### config.mk
export PLATFORM = sky130hd
export DESIGN_NAME = video_mem_arbiter
export DESIGN_NICKNAME = d
export VERILOG_FILES = /design/src/rtl/video_mem_arbiter.sv
export SDC_FILE = /design/constraint.sdc
export NUM_CORES = 1
export LEC_CHECK = 0
export CAP_MARGIN = 20
export CORE_ASPECT_RATIO = 0.6
export CORE_MARGIN = 2
export CORE_UTILIZATION = 35
export CTS_BUF_LIST = sky130_fd_sc_hd__clkbuf_4 sky130_fd_sc_hd__clkbuf_8
export DETAILED_ROUTE_END_ITERATION = 8
export PLACE_DENSITY = 0.59
export SLEW_MARGIN = 20
export SYNTH_ARGS = -nofsm -noshare
export SYNTH_HDL_FRONTEND = slang
export SYNTH_SLANG_ARGS = --single-unit
### constraint.sdc
create_clock -name Clock -period 2.1 [get_ports Clock]
set_clock_uncertainty 0.2 [all_clocks]
set_input_delay 0.21 -clock Clock [delete_from_list [all_inputs] [get_ports Clock]]
set_output_delay 0.21 -clock Clock [all_outputs]
set_load 0.05 [all_outputs]
### src/rtl/video_mem_arbiter.sv
// Arbitrates the single-port video RAM between the display read stream and queued pixel writes.
// Display reads always win; writes are buffered in a small FIFO and drained during blanking.
module video_mem_arbiter #(
    parameter int unsigned X_WIDTH    = 8,
    parameter int unsigned Y_WIDTH    = 8,
    parameter int unsigned DATA_WIDTH = 3,
    parameter int unsigned FIFO_AW    = 2
) (
    input  logic                       Clock,
    input  logic                       Reset,
    input  logic                       iDisplay,
    input  logic [X_WIDTH-1:0]         iVideoMemCol,
    input  logic [Y_WIDTH-1:0]         iVideoMemRow,
    input  logic                       iWrReq,
    input  logic [X_WIDTH-1:0]         iWrCol,
    input  logic [Y_WIDTH-1:0]         iWrRow,
    input  logic [DATA_WIDTH-1:0]      iWrData,
    output logic                       oWrAck,
    output logic [X_WIDTH+Y_WIDTH-1:0] oMemAddr,
    output logic                       oMemWriteEnable,
    output logic [DATA_WIDTH-1:0]      oMemWriteData,
    input  logic [DATA_WIDTH-1:0]      iMemReadData,
    output logic [DATA_WIDTH-1:0]      oPixelData,
    output logic                       oPixelValid,
    output logic [FIFO_AW:0]           oFifoCount
);

    localparam int unsigned Depth = 2 ** FIFO_AW;
    localparam logic [FIFO_AW:0]   FullCount = {1'b1, {FIFO_AW{1'b0}}};
    localparam logic [FIFO_AW:0]   CntOne    = 1;
    localparam logic [FIFO_AW-1:0] PtrOne    = 1;

    typedef enum logic [1:0] {StIdle, StRead, StWrite} state_e;

    state_e                       state_q;
    logic [FIFO_AW-1:0]           wr_ptr_q, rd_ptr_q;
    logic [FIFO_AW:0]             count_q, count_d;
    logic [Y_WIDTH-1:0]           row_mem [Depth];
    logic [X_WIDTH-1:0]           col_mem [Depth];
    logic [DATA_WIDTH-1:0]        data_mem [Depth];
    logic [X_WIDTH+Y_WIDTH-1:0]   addr_q;
    logic [DATA_WIDTH-1:0]        wdata_q;
    logic                         d1_q;
    logic                         pix_valid_q;
    logic [DATA_WIDTH-1:0]        pix_data_q;
    logic                         push, pop;

    assign oWrAck = ~Reset & (count_q != FullCount);
    assign push   = iWrReq & oWrAck;
    // Display has priority: a drain cycle is dropped, not delayed, when iDisplay is high.
    assign pop    = ~Reset & ~iDisplay & (state_q == StWrite) & (count_q != '0);

    always_comb begin
        count_d = count_q;
        if (push && !pop) begin
            count_d = count_q + CntOne;
        end else if (!push && pop) begin
            count_d = count_q - CntOne;
        end
    end

    // Address/data hold their last value when neither reading nor writing.
    always_comb begin
        oMemAddr        = addr_q;
        oMemWriteData   = wdata_q;
        oMemWriteEnable = 1'b0;
        if (iDisplay) begin
            oMemAddr = {iVideoMemRow, iVideoMemCol};
        end else if (pop) begin
            oMemAddr        = {row_mem[rd_ptr_q], col_mem[rd_ptr_q]};
            oMemWriteData   = data_mem[rd_ptr_q];
            oMemWriteEnable = 1'b1;
        end
    end

    always_ff @(posedge Clock) begin
        if (push) begin
            row_mem[wr_ptr_q]  <= iWrRow;
            col_mem[wr_ptr_q]  <= iWrCol;
            data_mem[wr_ptr_q] <= iWrData;
        end
    end

    always_ff @(posedge Clock) begin
        if (Reset) begin
            state_q     <= StIdle;
            wr_ptr_q    <= '0;
            rd_ptr_q    <= '0;
            count_q     <= '0;
            addr_q      <= '0;
            wdata_q     <= '0;
            d1_q        <= 1'b0;
            pix_valid_q <= 1'b0;
            pix_data_q  <= '0;
        end else begin
            unique case (state_q)
                StIdle: begin
                    // Counting this cycle's push lets a blanking write issue on the next cycle.
                    if (iDisplay) begin
                        state_q <= StRead;
                    end else if (count_q != '0 || push) begin
                        state_q <= StWrite;
                    end
                end
                StRead: begin
                    if (!iDisplay) begin
                        state_q <= StIdle;
                    end
                end
                StWrite: begin
                    if (iDisplay) begin
                        state_q <= StRead;
                    end else if (count_d == '0) begin
                        state_q <= StIdle;
                    end
                end
                default: state_q <= StIdle;
            endcase
            if (push) begin
                wr_ptr_q <= wr_ptr_q + PtrOne;
            end
            if (pop) begin
                rd_ptr_q <= rd_ptr_q + PtrOne;
            end
            count_q     <= count_d;
            addr_q      <= oMemAddr;
            wdata_q     <= oMemWriteData;
            d1_q        <= iDisplay;
            pix_valid_q <= d1_q;
            pix_data_q  <= d1_q ? iMemReadData : '0;
        end
    end

    assign oPixelData  = pix_data_q;
    assign oPixelValid = pix_valid_q;
    assign oFifoCount  = count_q;

endmodule
==> results by group, run 1 <==
Finish
  – Layout cells sized above 1: 38.8%
  – Filler-free cell count of the finished design: around 560
  – Commonest non-fill, non-tap cell in the layout: edfxtp_1
  – NumNets Final: roughly 440
  – Post-route cell area: 0.00653 sq mm
  – P&R area growth vs syn: 46.0%
  – Fill cells: between 1,000 and 1,500
  – Antenna diodes: 0
  – Leading cell types in the layout, fill and taps excluded: edfxtp_1, clkdlybuf4s50_1, dfxtp_1, buf_12, buf_4

Route
  – Via count: around 2,600
  – First drt pass iteration count: 4
  – Wirelength, routed: approximately 9.3 mm
  – DRC: 0
  – DR WL/cell: 16.7 um
  – Via/cell ratio: 4.70
  – DR iter-0 viols: about 130
  – Post-route ant nets: 0

Critical path
  – CP cell instances: buf_12, mux4_2, mux2i_2, o21ai_2, buf_12
  – CP max FO: 6
  – Startpoint types: register
  – CP arrival: roughly 1.9 ns
  – Cell mode on critical path: buf_12
  – Crit end category: output pin
  – Slowest CP cell: mux4_2
  – CP top delay family: multiplexers
  – Crit path largest cell delay: between 0.5 and 0.6 ns
  – Bufs and invs on worst path: 2
  – Critical Path RT: ~1.7 ns
  – Kind of critical path: reg -> out

Power
  – Seq pwr share: between 50% and 60%
  – Peak VDD IR: 0.000294 V
  – NetSw: about 1100 uW
  – Pwr Density: 670 mW/mm^2
  – Comb pwr share: roughly 18%
  – Pint: approximately 3300 uW
  – Leak: between 0.002 and 0.0025 uW
  – Power share of the clock group: 26.2%
  – Sw frac: 25.6%

Global route
  – Met1 Usage GRT: about a fifth
  – Remaining Overflow, GRT: 0
  – Met3 global-route usage: ~4.4%
  – GR peak layer: met2
  – Initial antenna violation count: 0
  – Gr usage total: between 10% and 20%
  – Met2 Usage GRT: 21.4%
  – Largest net degree at the start of global routing: 35
  – First-pass GRT wire length: approximately 15 mm
  – Vias in the first global route: 2,658

Clock tree
  – Root Buffer: clkbuf_8
  – Worst-path clk slew: about 0.10 ns
  – Clk buf depth: 2
  – H-tree depth: 3
  – Clock Sinks: ~110
  – TritonCTS clock tree: yes
  – Clk_lat worst skew: ~0.37 ns
  – CTS buffer count: 9

STA
  – Setup violators final: 19
  – Rel. slew slack: approximately three fifths
  – Hold WS: approximately 0.19 ns
  – Fmax: between 400 and 500 MHz
  – RSZ-0062 raised after global routing: yes
  – Final Hold Viols: 0
  – Setup TNS: -3.73 ns
  – Final Cycle Share: 111%
  – Max Slew Vio Count: 0
  – Slew @ Worst Pin: ~0.6 ns
  – Minimum clock period: 2.33 ns
  – Final WS setup: -0.229 ns

Place
  – Port bufs: just under 70
  – DP Cell Count: 523
  – Placer congestion estimate: 0.768
  – Detailed placement HPWL: approximately 6.0 mm
  – Placed Area: about 0.0059 sq mm
  – Setup WS pre-CTS: -0.0707 ns

Synth
  – Synth warn: 0
  – Netlist area before placement: about 0.0045 sq mm
  – Seq/Total Area, Yosys: between 60 and 70%
  – Synth Register Bits: between 100 and 150
  – Avg Cell Area, Syn: 16.0 sq um
  – Yosys cell types: 40
  – Syn Nets: 329
  – Mapped Cells: between 200 and 300

Outcome
  – Status: complete, but fails checks
  – Failing checks: setup timing

Floorplanning
  – FP Rows: 31
  – IO Pins: 70
  – Die area: between 0.01 and 0.015 sq mm
  – Die Wd: ~150 um
  – Core ar.: roughly 0.012 sq mm
  – Initial core utilization: 36.5%
  – Die height: roughly 90 um

Run
  – Maxcap violations: 0

Hold path
  – Worst min path class: in -> reg
synthesized netlist by cell type, drive strengths merged:
| master | instances | area, sq um |
|---|---|---|
| clkbuf | 4 | 16.3 |
| mux2i | 17 | 170 |
| nor2b | 12 | 75.1 |
| and2b | 9 | 67.6 |
| and3 | 4 | 25.0 |
| xor2 | 2 | 17.5 |
| buf | 10 | 88.8 |
| o22ai | 1 | 6.26 |
| mux4 | 19 | 428 |
| nand4b | 1 | 8.76 |
| nor4 | 1 | 6.26 |
| o21ai | 17 | 126 |
| edfxtp | 76 | 2280 |
| nand4 | 2 | 12.5 |
| nor3 | 2 | 21.3 |
| dfxtp | 35 | 701 |
| o31ai | 2 | 15.0 |
| nand2b | 1 | 6.26 |
| a311oi | 1 | 8.76 |
| and2 | 4 | 25.0 |
| inv | 4 | 15.0 |
| nand2 | 29 | 109 |
| nand3 | 2 | 22.5 |
| o32a | 1 | 10.0 |
| clkinv | 1 | 16.3 |
| a21oi | 3 | 26.3 |
| nor2 | 6 | 22.5 |
| ha | 7 | 87.6 |
| a211oi | 1 | 7.51 |
| a21boi | 1 | 7.51 |
| xnor2 | 5 | 43.8 |
logic make-up after synthesis:
group | Yosys count | synth area share, %
xor+xnor | 7 | 1.37
compound gates | 27 | 4.64
mux | 36 | 13.4
simple gates | 73 | 8.97
flops | 111 | 66.6
fa+ha+maj | 7 | 1.96
buf+inv | 19 | 3.05
per-layer routing:
| layer | vias up | routed length (um) | part of all wire [%] |
|---|---|---|---|
| met5 | - | 0 | 0 |
| met4 | 0 | 54 | 0.58 |
| met3 | 5 | 430 | 4.6 |
| met2 | 51 | 4170 | 45 |
| met1 | 1308 | 4680 | 50 |
| li1 | 1261 | - | - |
worst min-delay path: cells and delay by family:
kind,cells,cell delay [ns]
AOI/OAI and AO/OA,2,0.09
buffers and inverters,3,0.36
and+or+nand+nor,1,0.05
per-stage QoR:
stage / power, uW / util (%)
after floorplan: 2880 / -
after detailed placement: 3200 / 48.3
after global routing: 4570 / 53.3
final: 4380 / 53.3
after CTS: 4390 / 51.9
after global placement: 3190 / 48.3
timing repair:
action,CTS,global route
gates cloned,3,1
endpoints found under the setup margin,20,22
hold buffers,0,0
pin swaps,1,19
resized for setup,20,21
hold endpoints to repair,0,0
buffers inserted,10,8
layout make-up:
class	count	area (sq um)	area share [%]
multi-input cells	150	1660	25.4
repair inverters	3	76.3	1.17
clock inverters	6	45.0	0.689
clock buffers	10	131	2.01
inverters	5	50.0	0.766
well taps	165	206	3.16
repair buffers	109	1370	20.9
flip-flops and latches	111	3000	45.8
final timing paths:
kind	depth (start not counted)	to	start	slack, ns
max reg2reg	11	state_q[1]	oFifoCount[0]	0.04
max	5	oMemAddr[3]	register	-0.23
min reg2reg	1	oPixelValid	d1_q	0.30
min	6	state_q[1]	iDisplay	0.19
sequential cells by signal, indices dropped and copies added (netlist names), named ones only:
signal / flops
row_mem: 32
col_mem: 32
wdata_q: 3
data_mem: 12
oPixelValid: 1
oFifoCount: 3
oPixelData: 3
rd_ptr_q: 2
addr_q: 16
d1_q: 1
wr_ptr_q: 2
state_q: 2
power by group through the flow:
stage / Combinational, uW / Sequential, uW / Clock (uW)
2_1_floorplan: 351 / 2530 / 0
3_3_place_gp: 696 / 2490 / 0
3_5_place_dp: 704 / 2490 / 0
4_1_cts: 754 / 2440 / 1190
5_1_grt: 839 / 2450 / 1280
6_report: 787 / 2440 / 1150
Note: power is estimated with default switching activity, not from simulation.
==> run 2, diff against run 1 <==
--- a/config.mk
+++ b/config.mk
@@ -5,13 +5,14 @@
 export SDC_FILE = /design/constraint.sdc
 export NUM_CORES = 1
 export LEC_CHECK = 0
+export ABC_CLOCK_PERIOD_IN_PS = 2390
 export CAP_MARGIN = 20
 export CORE_ASPECT_RATIO = 0.6
 export CORE_MARGIN = 2
 export CORE_UTILIZATION = 35
 export CTS_BUF_LIST = sky130_fd_sc_hd__clkbuf_4 sky130_fd_sc_hd__clkbuf_8
 export DETAILED_ROUTE_END_ITERATION = 8
-export PLACE_DENSITY = 0.59
+export PLACE_DENSITY = 0.57
 export SLEW_MARGIN = 20
 export SYNTH_ARGS = -nofsm -noshare
 export SYNTH_HDL_FRONTEND = slang
==> constraint.sdc (replaced) <==
create_clock -name Clock -period 2.39 [get_ports Clock]
set_clock_uncertainty 0.2 [all_clocks]
set_input_delay 0.239 -clock Clock [delete_from_list [all_inputs] [get_ports Clock]]
set_output_delay 0.239 -clock Clock [all_outputs]
set_load 0.05 [all_outputs]
==> run 2 against run 1 <==
  * Design area fell by 5.5%
  * Worst hold slack got worse by 0.069 ns
  * The flow still finishes with violations (setup timing)
  * Largest power group unchanged
  * Non-clock buffer count fell by 10
  * Critical path depth rose by 3
  * Global-route usage rose by 0.22 points
  * Count of clock-buffer cells in the layout rose by 1
  * Core utilization fell by 3.0 points
==> results by group, run 2 (same netlist as run 1, synthesis figures left out) <==
Critical path
  – R2R Path Start: oFifoCount[0] (unchanged)
  – Reg2reg end: state_q[1] (unchanged)
  – Kind of critical path: reg -> out (unchanged)
  – Crit end category: output pin (unchanged)
  – R2r setup slk: 0.35 ns (was 0.04 ns)
  – Startpoint types: register (unchanged)
  – CP max FO: 7 (was 6)
  – CP arrival: 1.95 ns (was 1.92 ns)
  – R2R depth: 9 (was 11)
  – Critical Path RT: 1.95 ns (was 1.69 ns)

Floorplanning
  – Die area: 0.0137 sq mm (unchanged)
  – IO Pins: 70 (unchanged)
  – FP Rows: 31 (unchanged)
  – Die Wd: 150 um (unchanged)
  – Core ar.: 0.0123 sq mm (unchanged)
  – Die height: 91.6 um (unchanged)
  – Initial core utilization: 36.5% (unchanged)

Place
  – Port bufs: 69 (unchanged)
  – Placed Area: 0.00565 sq mm (was 0.00592 sq mm)
  – Detailed placement HPWL: 5.84 mm (was 6.02 mm)
  – Placer congestion estimate: 0.728 (was 0.768)
  – DP Cell Count: 514 (was 523)

Global route
  – Met2 Usage GRT: 21.8% (was 21.4%)
  – Met1 Usage GRT: 21.0% (was 20.7%)
  – Gr usage total: 14.6% (was 14.3%)
  – GR peak layer: met2 (unchanged)
  – Remaining Overflow, GRT: 0 (unchanged)
  – Initial antenna violation count: 0 (unchanged)
  – First-pass GRT wire length: 14.8 mm (was 14.6 mm)
  – Met3 global-route usage: 4.17% (was 4.42%)
  – Largest net degree at the start of global routing: 35 (unchanged)
  – Vias in the first global route: 2,707 (was 2,658)

Power
  – Peak VDD IR: 0.000281 V (was 0.000294 V)
  – Pwr Density: 650 mW/mm^2 (was 670 mW/mm^2)
  – Leak: 0.00214 uW (was 0.00227 uW)

Clock tree
  – Root Buffer: clkbuf_8 (unchanged)
  – Worst-path clk slew: 0.10 ns (about the same)
  – TritonCTS clock tree: yes (unchanged)
  – CTS buffer count: 9 (unchanged)
  – H-tree depth: 3 (unchanged)
  – Clk_lat worst skew: 0.37 ns (about the same)
  – Clk buf depth: 2 (unchanged)
  – Clock Sinks: 111 (unchanged)

Finish
  – Antenna diodes: 0 (unchanged)
  – Final Core Density: 50.4% (was 53.3%)
  – NumNets Final: 427 (was 438)
  – P&R area growth vs syn: 37.9% (was 46.0%)
  – Layout cells sized above 1: 34.5% (was 38.8%)
  – Biggest regs: col_mem x32, row_mem x32, addr_q x16 (unchanged)
  – Filler-free cell count of the finished design: 548 (was 559)
  – Leading cell types in the layout, fill and taps excluded: edfxtp_1, clkdlybuf4s50_1, dfxtp_1 (was edfxtp_1, clkdlybuf4s50_1, dfxtp_1, buf_12, buf_4)
  – Commonest non-fill, non-tap cell in the layout: edfxtp_1 (unchanged)
  – Post-route cell area: 0.00617 sq mm (was 0.00653 sq mm)

STA
  – Minimum clock period: ~2.4 ns
  – Final Hold Viols: 0 (unchanged)
  – RSZ-0062 raised after global routing: yes (unchanged)
  – Setup violators final: 1 (was 19)
  – Slew @ Worst Pin: 0.503 ns (was 0.593 ns)
  – Rel. slew slack: 66.4% (was 60.5%)
  – Fmax: between 400 and 500 MHz
  – Final WS setup: -0.00291 ns (was -0.229 ns)
  – Max Slew Vio Count: 0 (unchanged)
  – Final Cycle Share: 100%
  – Setup TNS: -0.00291 ns (was -3.73 ns)

Route
  – Via count: 2,604 (was 2,625)
  – DR iter-0 viols: 153 (was 127)
  – First drt pass iteration count: 4 (unchanged)
  – DR WL/cell: 17.1 um (was 16.7 um)
  – Post-route ant nets: 0 (unchanged)
  – Wirelength, routed: 9.39 mm (was 9.33 mm)
  – DRC: 0 (unchanged)
  – Via/cell ratio: 4.75 (was 4.70)

Outcome
  – Failing checks: setup timing (unchanged)
  – Status: complete, but fails checks (unchanged)

Hold path
  – Hold Crit Start: iDisplay (unchanged)
  – Hold path depth: 5 (was 6)
  – Worst min path class: in -> reg (unchanged)
  – Hold Path End: state_q[1] (unchanged)

Run
  – Maxcap violations: 0 (unchanged)
-- run 2: cell types whose count changed in the layout (fill, tap and decap cells not counted), sizes merged --
cell and change:
buf -10, bufinv +2, clkbuf +1, clkdlybuf4s50 +2, clkinv -4, clkinvlp -2, dlymetal6s2s -2, inv +2
-- run 2: worst max-delay path by stage --
stage | depth (start not counted) | slack (ns) | from | end
after floorplan | 7 | 0.02 | oFifoCount[2] | addr_q[11]
after CTS | 5 | -0.02 | register | oMemAddr[10]
after global placement | 7 | 0.15 | Reset | oMemAddr[11]
after detailed placement | 7 | 0.1 | Reset | oMemAddr[11]
after global routing | 8 | -0.11 | oFifoCount[0] | oMemAddr[13]
final | 8 | -0.003 | oFifoCount[0] | oMemAddr[13]
-- run 2: per-layer routing --
layer | vias to the layer above | wire length, um
li1 | 1240 | -
met4 | 0 | 81
met1 | 1299 | 4700
met5 | - | 0
met2 | 57 | 4140
met3 | 8 | 472
-- run 2: where the power goes --
group | internal, uW | leakage [uW] | switching [uW] | total [uW]
logic | 311 | 0.00105 | 324 | 635
clock network | 634 | 0.000118 | 599 | 1230
registers | 2120 | 0.000979 | 27.5 | 2150
total | 3060 | 0.00214 | 950 | 4010
-- run 2: cell type report --
type | count | area [sq um]
Fill cell | 1060 | 6080
Sequential cell | 111 | 3000
Multi-Input combinational cell | 150 | 1460
Timing Repair Buffer | 99 | 1220
Tap cell | 165 | 206
Clock buffer | 11 | 145
Clock inverter | 5 | 80.1
Inverter | 5 | 36.3
Timing Repair inverter | 2 | 27.5
-- run 2: per-stage QoR --
stage	setup slack (ns)	power, uW	hold WS [ns]
floorplan	0.0236	2490	0.133
global placement	0.145	2740	0.278
detailed placement	0.0978	2750	0.286
CTS	-0.0227	4050	0.101
global route	-0.107	4190	0.126
finish	-0.00291	4010	0.118
-- run 2: timing repair --
action	CTS	global route
hold buffers	0	0
buffers inserted	10	4
setup endpoints to repair	19	19
gates resized for setup	17	18
cloned	3	1
pin swaps	4	11
-- run 2: critical path, stage by stage, from the launching register on --
cell and delay (ns):
dfxtp_4 0.36, inv_4 0.06, ha_4 0.15, nand2b_4 0.06, nand3_4 0.21, clkinv_8 0.16
mux2i_2 0.18, o21ai_2 0.21, buf_12 0.17
==> run 3, diff against run 2 <==
--- a/config.mk
+++ b/config.mk
@@ -7,7 +7,7 @@
 export LEC_CHECK = 0
 export ABC_CLOCK_PERIOD_IN_PS = 2390
 export CAP_MARGIN = 20
-export CORE_ASPECT_RATIO = 0.6
+export CORE_ASPECT_RATIO = 0.9
 export CORE_MARGIN = 2
 export CORE_UTILIZATION = 35
 export CTS_BUF_LIST = sky130_fd_sc_hd__clkbuf_4 sky130_fd_sc_hd__clkbuf_8
==> run 3 against run 2 <==
  * The flow now finishes without violations
  * Design area down 0.16%
  * Count of clock-buffer cells in the layout unchanged
  * Worst hold slack better by 0.0041 ns
  * Combinational power up 1%
  * Largest power group unchanged
==> results by group, run 3 (same netlist as run 1, synthesis figures left out) <==
Outcome
  – Status: complete, no violations (was complete, but fails checks)

Critical path
  – Slowest CP cell: dfxtp_4 (unchanged)
  – R2r setup slk: 0.26 ns (was 0.35 ns)
  – Crit end category: output pin (unchanged)
  – Cell mode on critical path: buf_12
  – Kind of critical path: reg -> out (unchanged)
  – CP arrival: 1.91 ns (was 1.95 ns)
  – Critical Path RT: 1.95 ns (about the same)
  – CP max FO: 7 (unchanged)
  – CP cell instances: inv_4, ha_4, nand2b_4, nand3_4, buf_12, clkinv_8, mux2i_1, o21ai_2, buf_12 (was inv_4, ha_4, nand2b_4, nand3_4, clkinv_8, mux2i_2, o21ai_2, buf_12)
  – Crit path largest cell delay: 0.37 ns (was 0.36 ns)
  – Startpoint types: register (unchanged)

STA
  – Final WS setup: 0.0371 ns (was -0.00291 ns)
  – Slew @ Worst Pin: 0.496 ns (was 0.503 ns)
  – Setup violators final: 0 (was 1)
  – Rel. slew slack: 66.8% (was 66.4%)
  – Final Hold Viols: 0 (unchanged)
  – Final Cycle Share: 98.4% (was 100%)
  – RSZ-0062 raised after global routing: yes (unchanged)
  – Max Slew Vio Count: 0 (unchanged)
  – Fmax: 425 MHz (was 418 MHz)
  – Minimum clock period: 2.35 ns (was 2.39 ns)

Place
  – Placer congestion estimate: 0.740 (was 0.728)
  – Detailed placement HPWL: 5.70 mm (was 5.84 mm)
  – Setup WS pre-CTS: 0.115 ns (was 0.0978 ns)
  – Port bufs: 69 (unchanged)
  – DP Cell Count: 518 (was 514)

Finish
  – Leading cell types in the layout, fill and taps excluded: edfxtp_1, clkdlybuf4s50_1, buf_4 (was edfxtp_1, clkdlybuf4s50_1, dfxtp_1)
  – Commonest non-fill, non-tap cell in the layout: edfxtp_1 (unchanged)
  – NumNets Final: 435 (was 427)
  – Filler-free cell count of the finished design: 555 (was 548)
  – Antenna diodes: 0 (unchanged)
  – Biggest regs: col_mem x32, row_mem x32, addr_q x16 (unchanged)
  – Final Core Density: 48.9% (was 50.4%)
  – P&R area growth vs syn: 37.7% (was 37.9%)
  – Layout cells sized above 1: 35.0% (was 34.5%)

Route
  – Via count: 2,607 (was 2,604)
  – DR iter-0 viols: 101 (was 153)
  – Via/cell ratio: 4.70 (was 4.75)
  – DRC: 0 (unchanged)
  – Post-route ant nets: 0 (unchanged)
  – Wirelength, routed: 8.93 mm (was 9.39 mm)
  – First drt pass iteration count: 4 (unchanged)
  – DR WL/cell: 16.1 um (was 17.1 um)

Floorplanning
  – IO Pins: 70 (unchanged)
  – Die height: 111 um (was 91.6 um)
  – FP Rows: 39 (was 31)
  – Initial core utilization: 35.5% (was 36.5%)
  – Core ar.: 0.0126 sq mm (was 0.0123 sq mm)
  – Die Wd: 123 um (was 150 um)
  – Die area: 0.0137 sq mm (about the same)

Global route
  – Gr usage total: 14.1% (was 14.6%)
  – Initial antenna violation count: 0 (unchanged)
  – Remaining Overflow, GRT: 0 (unchanged)
  – First-pass GRT wire length: 14.4 mm (was 14.8 mm)
  – Largest net degree at the start of global routing: 35 (unchanged)
  – Vias in the first global route: 2,637 (was 2,707)

Clock tree
  – Root Buffer: clkbuf_8 (unchanged)
  – CTS buffer count: 9 (unchanged)
  – CTS Hold Buffers Added: 0 (unchanged)
  – H-tree depth: 3 (unchanged)
  – Worst-path clk slew: 0.09 ns (was 0.10 ns)
  – Clk buf depth: 2 (unchanged)
  – TritonCTS clock tree: yes (unchanged)
  – Clk_lat worst skew: 0.36 ns (was 0.37 ns)
  – Clock Sinks: 111 (unchanged)

Power
  – Pwr Density: 627 mW/mm^2 (was 650 mW/mm^2)
  – Peak VDD IR: 0.000406 V (was 0.000281 V)
  – Leak: 0.00216 uW (was 0.00214 uW)
  – Pwr Total: 3870 uW (was 4010 uW)

Run
  – Maxcap violations: 0 (unchanged)

Hold path
  – Worst min path class: in -> reg (unchanged)
==> run 3: cell count changes in the layout (fill, tap and decap cells not counted), sizes merged <==
cell,before,now
inv,7,4
clkinv,3,6
buf,51,60
bufinv,2,1
clkbuf,12,11
clkinvlp,0,1
==> run 3: layout make-up <==
cell class	count	area, sq um
Clock buffer	11	139
Clock inverter	5	50.0
Fill cell	1078	6430
Inverter	5	36.3
Multi-Input combinational cell	150	1490
Sequential cell	111	3000
Tap cell	164	205
Timing Repair Buffer	107	1210
Timing Repair inverter	2	32.5
==> run 3: timing repair <==
action,4_1_cts,5_1_grt
gates resized for setup,19,17
gates cloned,2,0
endpoints found under the setup margin,19,19
pin swaps,4,5
buffers inserted,9,10
==> run 3: stage by stage <==
step	setup TNS, ns	cell area (sq um)	hold WS, ns
6_report	0	6160	0.122
4_1_cts	-0.00306	5990	0.102
5_1_grt	-0.376	6160	0.114
2_1_floorplan	0	4510	0.133
3_5_place_dp	0	5640	0.285
3_3_place_gp	0	5640	0.275
==> run 3: path summary, 6_finish.rpt <==
| kind | cells after the start | from | end |
|---|---|---|---|
| max | 9 | oFifoCount[0] | oMemAddr[14] |
| min | 5 | iDisplay | state_q[1] |
| max reg2reg | 8 | oFifoCount[0] | col_mem[2][5] |
| min reg2reg | 1 | d1_q | oPixelValid |
==> run 3: critical path: cells and delay by family (launching register included) <==
kind	cells	cell delay, ns
adders and majority gates	1	0.16
muxes	1	0.22
and+or+nand+nor	2	0.22
AOI/OAI and AO/OA	1	0.11
DFF	1	0.37
buffers and inverters	4	0.46
==> run 3: metal layers <==
layer	wire length (um)	global-route usage, %
met5	0	0
met3	562	4.37
met1	4130	19.8
met4	103	3.64
met2	4140	21.2
==> run 3: power by group <==
part | switching (uW) | internal (uW) | total [uW]
Sequential | 27.5 | 2120 | 2150
Combinational | 322 | 321 | 642
Clock | 578 | 500 | 1080
Total | 927 | 2940 | 3870
